$ cat src/rtl/pingpong_pkg.sv
// Shared constants and types for the ping-pong bank controller.
//   BANK_DEPTH  : words per bank for the default bank address width
//   FIFO_DEPTH  : entries in the output skid FIFO
//   FIFO_CW     : width of the FIFO occupancy count
//   bank_e      : bank selector (MSB of the RAM address)
//   bank_depth(): words per bank for an arbitrary bank address width
package pingpong_pkg;

    localparam int unsigned DEFAULT_BANK_AW = 5;
    localparam int unsigned BANK_DEPTH      = 2 ** DEFAULT_BANK_AW;
    localparam int unsigned FIFO_DEPTH      = 2;
    localparam int unsigned FIFO_CW         = $clog2(FIFO_DEPTH + 1);

    typedef enum logic {
        BANK_0 = 1'b0,
        BANK_1 = 1'b1
    } bank_e;

    function automatic int unsigned bank_depth(input int unsigned aw);
        return 32'd1 << aw;
    endfunction

endpackage

$ cat src/rtl/pp_out_fifo.sv
// Two-entry output FIFO holding read data plus its end-of-bank flag.
//   clk, rst_n            : clock, asynchronous active-low reset
//   push, push_data/last  : write one entry (caller guarantees not full)
//   pop                   : drop the head entry (caller guarantees not empty)
//   head_data, head_last  : current head entry
//   count                 : current occupancy
module pp_out_fifo
    import pingpong_pkg::*;
#(
    parameter int unsigned DATA_WIDTH = 8
) (
    input  logic                  clk,
    input  logic                  rst_n,
    input  logic                  push,
    input  logic [DATA_WIDTH-1:0] push_data,
    input  logic                  push_last,
    input  logic                  pop,
    output logic [DATA_WIDTH-1:0] head_data,
    output logic                  head_last,
    output logic [FIFO_CW-1:0]    count
);

    localparam int unsigned IW = $clog2(FIFO_DEPTH);

    logic [DATA_WIDTH-1:0] data_q [FIFO_DEPTH];
    logic                  last_q [FIFO_DEPTH];
    logic [IW-1:0]         rd_idx;
    logic [IW-1:0]         wr_idx;

    // Depth is a power of two, so index increments wrap naturally.
    always_ff @(posedge clk or negedge rst_n) begin
        if (!rst_n) begin
            for (int unsigned i = 0; i < FIFO_DEPTH; i++) begin
                data_q[i] <= '0;
                last_q[i] <= 1'b0;
            end
            rd_idx <= '0;
            wr_idx <= '0;
            count  <= '0;
        end else begin
            if (push) begin
                data_q[wr_idx] <= push_data;
                last_q[wr_idx] <= push_last;
                wr_idx         <= wr_idx + 1'b1;
            end
            if (pop) begin
                rd_idx <= rd_idx + 1'b1;
            end
            unique case ({push, pop})
                2'b10:   count <= count + 1'b1;
                2'b01:   count <= count - 1'b1;
                default: count <= count;
            endcase
        end
    end

    always_comb begin
        head_data = data_q[rd_idx];
        head_last = last_q[rd_idx];
    end

endmodule

$ cat src/rtl/pingpong_ctrl.sv
// Ping-pong bank controller in front of a dual-port RAM.
// Writer fills one bank of 2**BANK_AW words through port A while the reader
// drains the other, complete bank through port B into a 2-entry output FIFO.
//   clk, rst_n                   : clock, asynchronous active-low reset
//   s_valid/s_ready/s_data       : input word stream
//   m_valid/m_ready/m_data/m_last: output word stream, m_last ends a bank
//   ram_wren/ram_waddr/ram_wdata : RAM port A (write only)
//   ram_rden/ram_raddr/ram_rdata : RAM port B (read only, 1-cycle latency)
//   bank_full                    : per-bank full flags
module pingpong_ctrl
    import pingpong_pkg::*;
#(
    parameter int unsigned DATA_WIDTH = 8,
    parameter int unsigned BANK_AW    = 5
) (
    input  logic                  clk,
    input  logic                  rst_n,
    input  logic                  s_valid,
    output logic                  s_ready,
    input  logic [DATA_WIDTH-1:0] s_data,
    output logic                  m_valid,
    input  logic                  m_ready,
    output logic [DATA_WIDTH-1:0] m_data,
    output logic                  m_last,
    output logic                  ram_wren,
    output logic [BANK_AW:0]      ram_waddr,
    output logic [DATA_WIDTH-1:0] ram_wdata,
    output logic                  ram_rden,
    output logic [BANK_AW:0]      ram_raddr,
    input  logic [DATA_WIDTH-1:0] ram_rdata,
    output logic [1:0]            bank_full
);

    localparam logic [BANK_AW-1:0] PTR_LAST   = BANK_AW'(bank_depth(BANK_AW) - 1);
    localparam logic [FIFO_CW:0]   CREDIT_MAX = (FIFO_CW + 1)'(FIFO_DEPTH);

    logic [BANK_AW-1:0]    wr_ptr;
    logic [BANK_AW-1:0]    rd_ptr;
    bank_e                 wr_bank;
    bank_e                 rd_bank;
    logic [1:0]            full_q;
    logic [1:0]            full_d;
    logic                  inflight;
    logic                  inflight_last;

    logic                  wr_fire;
    logic                  wr_wrap;
    logic                  rd_fire;
    logic                  rd_wrap;
    logic [FIFO_CW:0]      credit;

    logic [FIFO_CW-1:0]    fifo_count;
    logic                  fifo_empty;
    logic                  fifo_push;
    logic                  fifo_pop;
    logic [DATA_WIDTH-1:0] head_data;
    logic                  head_last;

    always_comb begin
        // Nothing is accepted or issued while reset is held.
        s_ready   = rst_n && !full_q[wr_bank];
        wr_fire   = s_valid && s_ready;
        wr_wrap   = wr_fire && (wr_ptr == PTR_LAST);
        ram_wren  = wr_fire;
        ram_waddr = {wr_bank, wr_ptr};
        ram_wdata = s_data;

        credit    = {1'b0, fifo_count} + {{FIFO_CW{1'b0}}, inflight};
        rd_fire   = rst_n && full_q[rd_bank] && (credit < CREDIT_MAX);
        rd_wrap   = rd_fire && (rd_ptr == PTR_LAST);
        ram_rden  = rd_fire;
        ram_raddr = {rd_bank, rd_ptr};

        // Set and clear always address different banks, so both apply.
        full_d = full_q;
        if (wr_wrap) full_d[wr_bank] = 1'b1;
        if (rd_wrap) full_d[rd_bank] = 1'b0;
        bank_full = full_q;
    end

    // Returning read data bypasses the empty FIFO straight to the output;
    // it is only stored when the FIFO already holds older words or the
    // consumer stalls. This gives one word per cycle with the 2-slot credit.
    always_comb begin
        fifo_empty = (fifo_count == '0);
        m_valid    = !fifo_empty || inflight;
        if (!fifo_empty) begin
            m_data = head_data;
            m_last = head_last;
        end else if (inflight) begin
            m_data = ram_rdata;
            m_last = inflight_last;
        end else begin
            m_data = '0;
            m_last = 1'b0;
        end
        fifo_pop  = !fifo_empty && m_ready;
        fifo_push = inflight && !(fifo_empty && m_ready);
    end

    always_ff @(posedge clk or negedge rst_n) begin
        if (!rst_n) begin
            wr_ptr        <= '0;
            rd_ptr        <= '0;
            wr_bank       <= BANK_0;
            rd_bank       <= BANK_0;
            full_q        <= '0;
            inflight      <= 1'b0;
            inflight_last <= 1'b0;
        end else begin
            if (wr_fire) wr_ptr <= wr_ptr + 1'b1;
            if (wr_wrap) wr_bank <= (wr_bank == BANK_0) ? BANK_1 : BANK_0;
            if (rd_fire) rd_ptr <= rd_ptr + 1'b1;
            if (rd_wrap) rd_bank <= (rd_bank == BANK_0) ? BANK_1 : BANK_0;
            full_q        <= full_d;
            inflight      <= rd_fire;
            inflight_last <= rd_wrap;
        end
    end

    pp_out_fifo #(
        .DATA_WIDTH(DATA_WIDTH)
    ) u_out_fifo (
        .clk      (clk),
        .rst_n    (rst_n),
        .push     (fifo_push),
        .push_data(ram_rdata),
        .push_last(inflight_last),
        .pop      (fifo_pop),
        .head_data(head_data),
        .head_last(head_last),
        .count    (fifo_count)
    );

endmodule

$ cat config.mk
export PLATFORM = sky130hd
export DESIGN_NAME = pingpong_ctrl
export DESIGN_NICKNAME = d
export VERILOG_FILES = /design/src/rtl/pingpong_pkg.sv /design/src/rtl/pp_out_fifo.sv /design/src/rtl/pingpong_ctrl.sv
export SDC_FILE = /design/constraint.sdc
export NUM_CORES = 1
export LEC_CHECK = 0
export BUFFER_PORTS_ARGS = -buffer_cell sky130_fd_sc_hd__buf_2
export CORE_AREA = 2 2 73 75
export CTS_CLUSTER_DIAMETER = 30
export CTS_CLUSTER_SIZE = 12
export DETAILED_ROUTE_END_ITERATION = 16
export DIE_AREA = 0 0 75 77
export GPL_ROUTABILITY_DRIVEN = 0
export PLACE_DENSITY = 0.69
export SLEW_MARGIN = 20
export SYNTH_ARGS = -nofsm -noshare
export SYNTH_HDL_FRONTEND = slang
export SYNTH_SLANG_ARGS = --single-unit
$ cat constraint.sdc
create_clock -name clk -period 2.4 [get_ports clk]
set_input_delay 0.48 -clock clk [delete_from_list [all_inputs] [get_ports clk]]
set_output_delay 0.48 -clock clk [all_outputs]
set_load 0.01 [all_outputs]
==> flow_summary_export.csv <==
group,metric,value,unit
logic_synthesis,ys_ff_latch,38,
setup_path,crit_required,1.92,ns
drt,via_count,1260,
worst_hold_path,hold_path.class,"input pin to asynchronous set/reset pin",
setup_path,worstPathMaxFanout,14,
clocking,ctsHoldBuffers,0,
drt,drt-pass1-iter-count,4,
logic_synthesis,async_reset_ff_share,100,%
sta,final.setup.tns,0,ns
drt,finalWirelength,3580,um
drt,viasPerCell,4.81,
sta,fin_crit,2.11,ns
setup_path,cp-start-kind,"register",
floorplan,initial_utilization,39.1,%
drt,wire_per_inst,13.6,um
sta,skew,0.00404,ns
sta,fmax,474,MHz
cells_and_area,finish.net_count,217,
setup_path,crit_type,"register to primary output",
grt,grt_remaining_overflow,0,
clocking,clock_latency,0.28,ns
clocking,cts.path.max_buffers,2,
floorplan,die_width,75,um
sta,tightest_slew,0.591,ns
power,power.density,992,nW/um2
clocking,cts_resized,0,
drt,route.detailed.drc,0,
logic_synthesis,syn_area,1950,um2
setup_path,crit_chain,"nand2_1 > nand3_1 > inv_1 > buf_2",
grt,grt_max_degree,25,
logic_synthesis,yosys.area.top_type,"dfrtp_1",
sta,finalSetupViolCount,0,
drt,dr.first_iter.drc_count,82,
grt,grt_pass1_vias,1215,
outcome,outcome,"finished clean",
logic_synthesis,synth_edf_count,0,
logic_synthesis,ys_warn_count,0,
floorplan,die_area,5780,um2
logic_synthesis,synth_top_area_share,48.8,%
placed_design,place_hpwl,2510,um
logic_synthesis,synth_cell_types,33,
clocking,clock-root-buffer,"clkbuf_8",
sta,post-route-period-util,87.9,%
placed_design,io_buffers,38,
grt,grt_first_pass_wirelength,5980,um
logic_synthesis,ys_seq_area_share,48.8,%
sta,finalHoldViolations,0,
setup_path,worstPathArrival,1.63,ns
run,drv_cap,0,
grt,antenna_found_initial,0,
clocking,h-tree-depth,2,
cells_and_area,diodes,0,
cells_and_area,area_growth,14.0,%
sta,slew-limit-headroom,60.6,%
logic_synthesis,avgSynthCellArea,12.3,um2
cells_and_area,nFillCells,508,
setup_path,slowest_stage,"dfrtp_1",
sta,slew_violations,0,
floorplan,io-pin-count,55,
sta,holdWs,0.169,ns
drt,ant_nets,0,
grt,grt_use_total,13.7,%
clocking,cts_setup_buffers,0,
sta,rsz0062_at_grt,"no",
logic_synthesis,yosys-top-cells-area,"dfrtp_1 49%, mux2_2 8.7%, mux2_4 6.9%",
power,leakagePower,1.13,nW
setup_path,endpoint_kind,"primary output",
cells_and_area,drive_gt1_share,39.6,%
setup_path,worst-path-buf-inv,2,
power,ir_drop,0.617,mV
clocking,path_clk_slew,0.07,ns
logic_synthesis,synth_fp_nets,183,
floorplan,core.rowCount,26,
setup_path,crit_family,"flip-flops",
floorplan,core,4980,um2
logic_synthesis,synth_flop_cell,"dfrtp_1",
logic_synthesis,syn_inst,158,
clocking,cts_tree,"yes",
floorplan,dieHeight,77,um
clocking,numCtsBuffers,5,
setup_path,slowest_delay,0.64,ns
clocking,cts.sinks,38,
==> path summary, 6_finish.rpt <==
path	startpoint	end	slack (ns)	depth (start not counted)
worst max-delay path	inflight$_DFF_PN0_	ram_rden	0.29	4
worst min-delay path	rst_n	u_out_fifo.rd_idx$_DFFE_PN0P_	0.17	2
worst max register to register	inflight$_DFF_PN0_	u_out_fifo.data_q[11]$_DFFE_PN0P_	0.60	3
worst min register to register	wr_ptr[3]$_DFFE_PN0P_	wr_ptr[3]$_DFFE_PN0P_	0.50	1
max in group asynchronous	rst_n	u_out_fifo.data_q[14]$_DFFE_PN0P_	1.94	2
min in group clk	ram_rdata[4]	u_out_fifo.data_q[12]$_DFFE_PN0P_	0.45	2
==> logic make-up after synthesis <==
family                   after synthesis  synth area share (%)
multiplexers                          33                  20.2
buffers and inverters                 18                  6.29
XOR/XNOR                              11                  4.95
adder cells (fa/ha/maj)                5                  3.21
AO/OA/AOI/OAI                         15                  4.50
flip-flops                            38                  48.8
AND/OR/NAND/NOR                       38                  12.0
==> power by group <==
part           leakage (nW)  internal [mW]  switching (mW)
logic                 0.591          0.412           0.356
clock network        0.0383          0.200           0.210
registers             0.501          0.811           0.215
total                  1.13           1.42           0.781
==> layer usage <==
layer | GRT usage (%) | part of all wire (%) | up-vias
li1 | - | - | 614
met1 | 20.1 | 49 | 606
met5 | 0 | 0 | -
met3 | 3.81 | 5.0 | 7
met2 | 18.9 | 44 | 33
met4 | 5.36 | 1.5 | 0
==> synth_stat cells, types with 4 or more instances <==
cell     count
mux2i_1      9
and3_1       4
xor2_1       5
xnor2_1      6
o21ai_0     10
nand3_1     12
buf_4       10
dfrtp_1     38
ha_1         5
mux2_4       9
mux2_2      15
==> stage by stage <==
step	utilization, %	cell area (um2)	setup WS, ns	power, mW	cells
floorplan	-	1950	0.747	1.58	158
global route	44.6	2220	0.110	2.38	262
detailed placement	43.1	2140	0.551	1.82	255
finish	44.6	2220	0.291	2.20	262
global placement	43.1	2140	0.550	1.80	255
CTS	44.6	2220	0.293	2.24	262
==> worst register-to-register path: cells and delay by family (launching register included) <==
| family | cells | cell delay [ns] |
|---|---|---|
| buffers and inverters | 1 | 0.27 |
| flip-flops | 1 | 0.64 |
| AND/OR/NAND/NOR | 1 | 0.47 |
| multiplexers | 1 | 0.32 |
==> sequential cells by signal (all words and copies together) (netlist names) <==
register / cells
bank_full: 2
u_out_fifo.rd_idx: 1
inflight: 1
inflight_last: 1
rd_bank: 1
wr_bank: 1
u_out_fifo.data_q: 16
rd_ptr: 5
wr_ptr: 5
u_out_fifo.last_q: 2
u_out_fifo.wr_idx: 1
u_out_fifo.count: 2
==> cell type report <==
| class | count | area [um2] | area share, % |
|---|---|---|---|
| timing repair buffer | 42 | 220 | 9.92 |
| clock buffer | 7 | 76.3 | 3.44 |
| sequential | 38 | 951 | 42.8 |
| multi-input combinational | 102 | 875 | 39.4 |
| tap | 70 | 87.6 | 3.94 |
| inverter | 3 | 11.3 | 0.507 |
==> placed cells by master, fill, tap and decap left out, types with 2 or more instances in the layout <==
cell / n
dfrtp_1: 38
buf_2: 38
mux2_2: 15
nand3_1: 12
o21ai_0: 10
mux2i_1: 9
mux2_4: 9
xnor2_1: 6
xor2_1: 5
ha_1: 5
clkbuf_8: 5
and3_1: 4
buf_4: 4
nand2_1: 3
inv_1: 3
nor3_1: 3
nand2b_1: 2
nor2_2: 2
nor2_1: 2
a41oi_1: 2
a31oi_1: 2
nand4_1: 2
clkbuf_1: 2
Power figures use the tool's default switching activity.
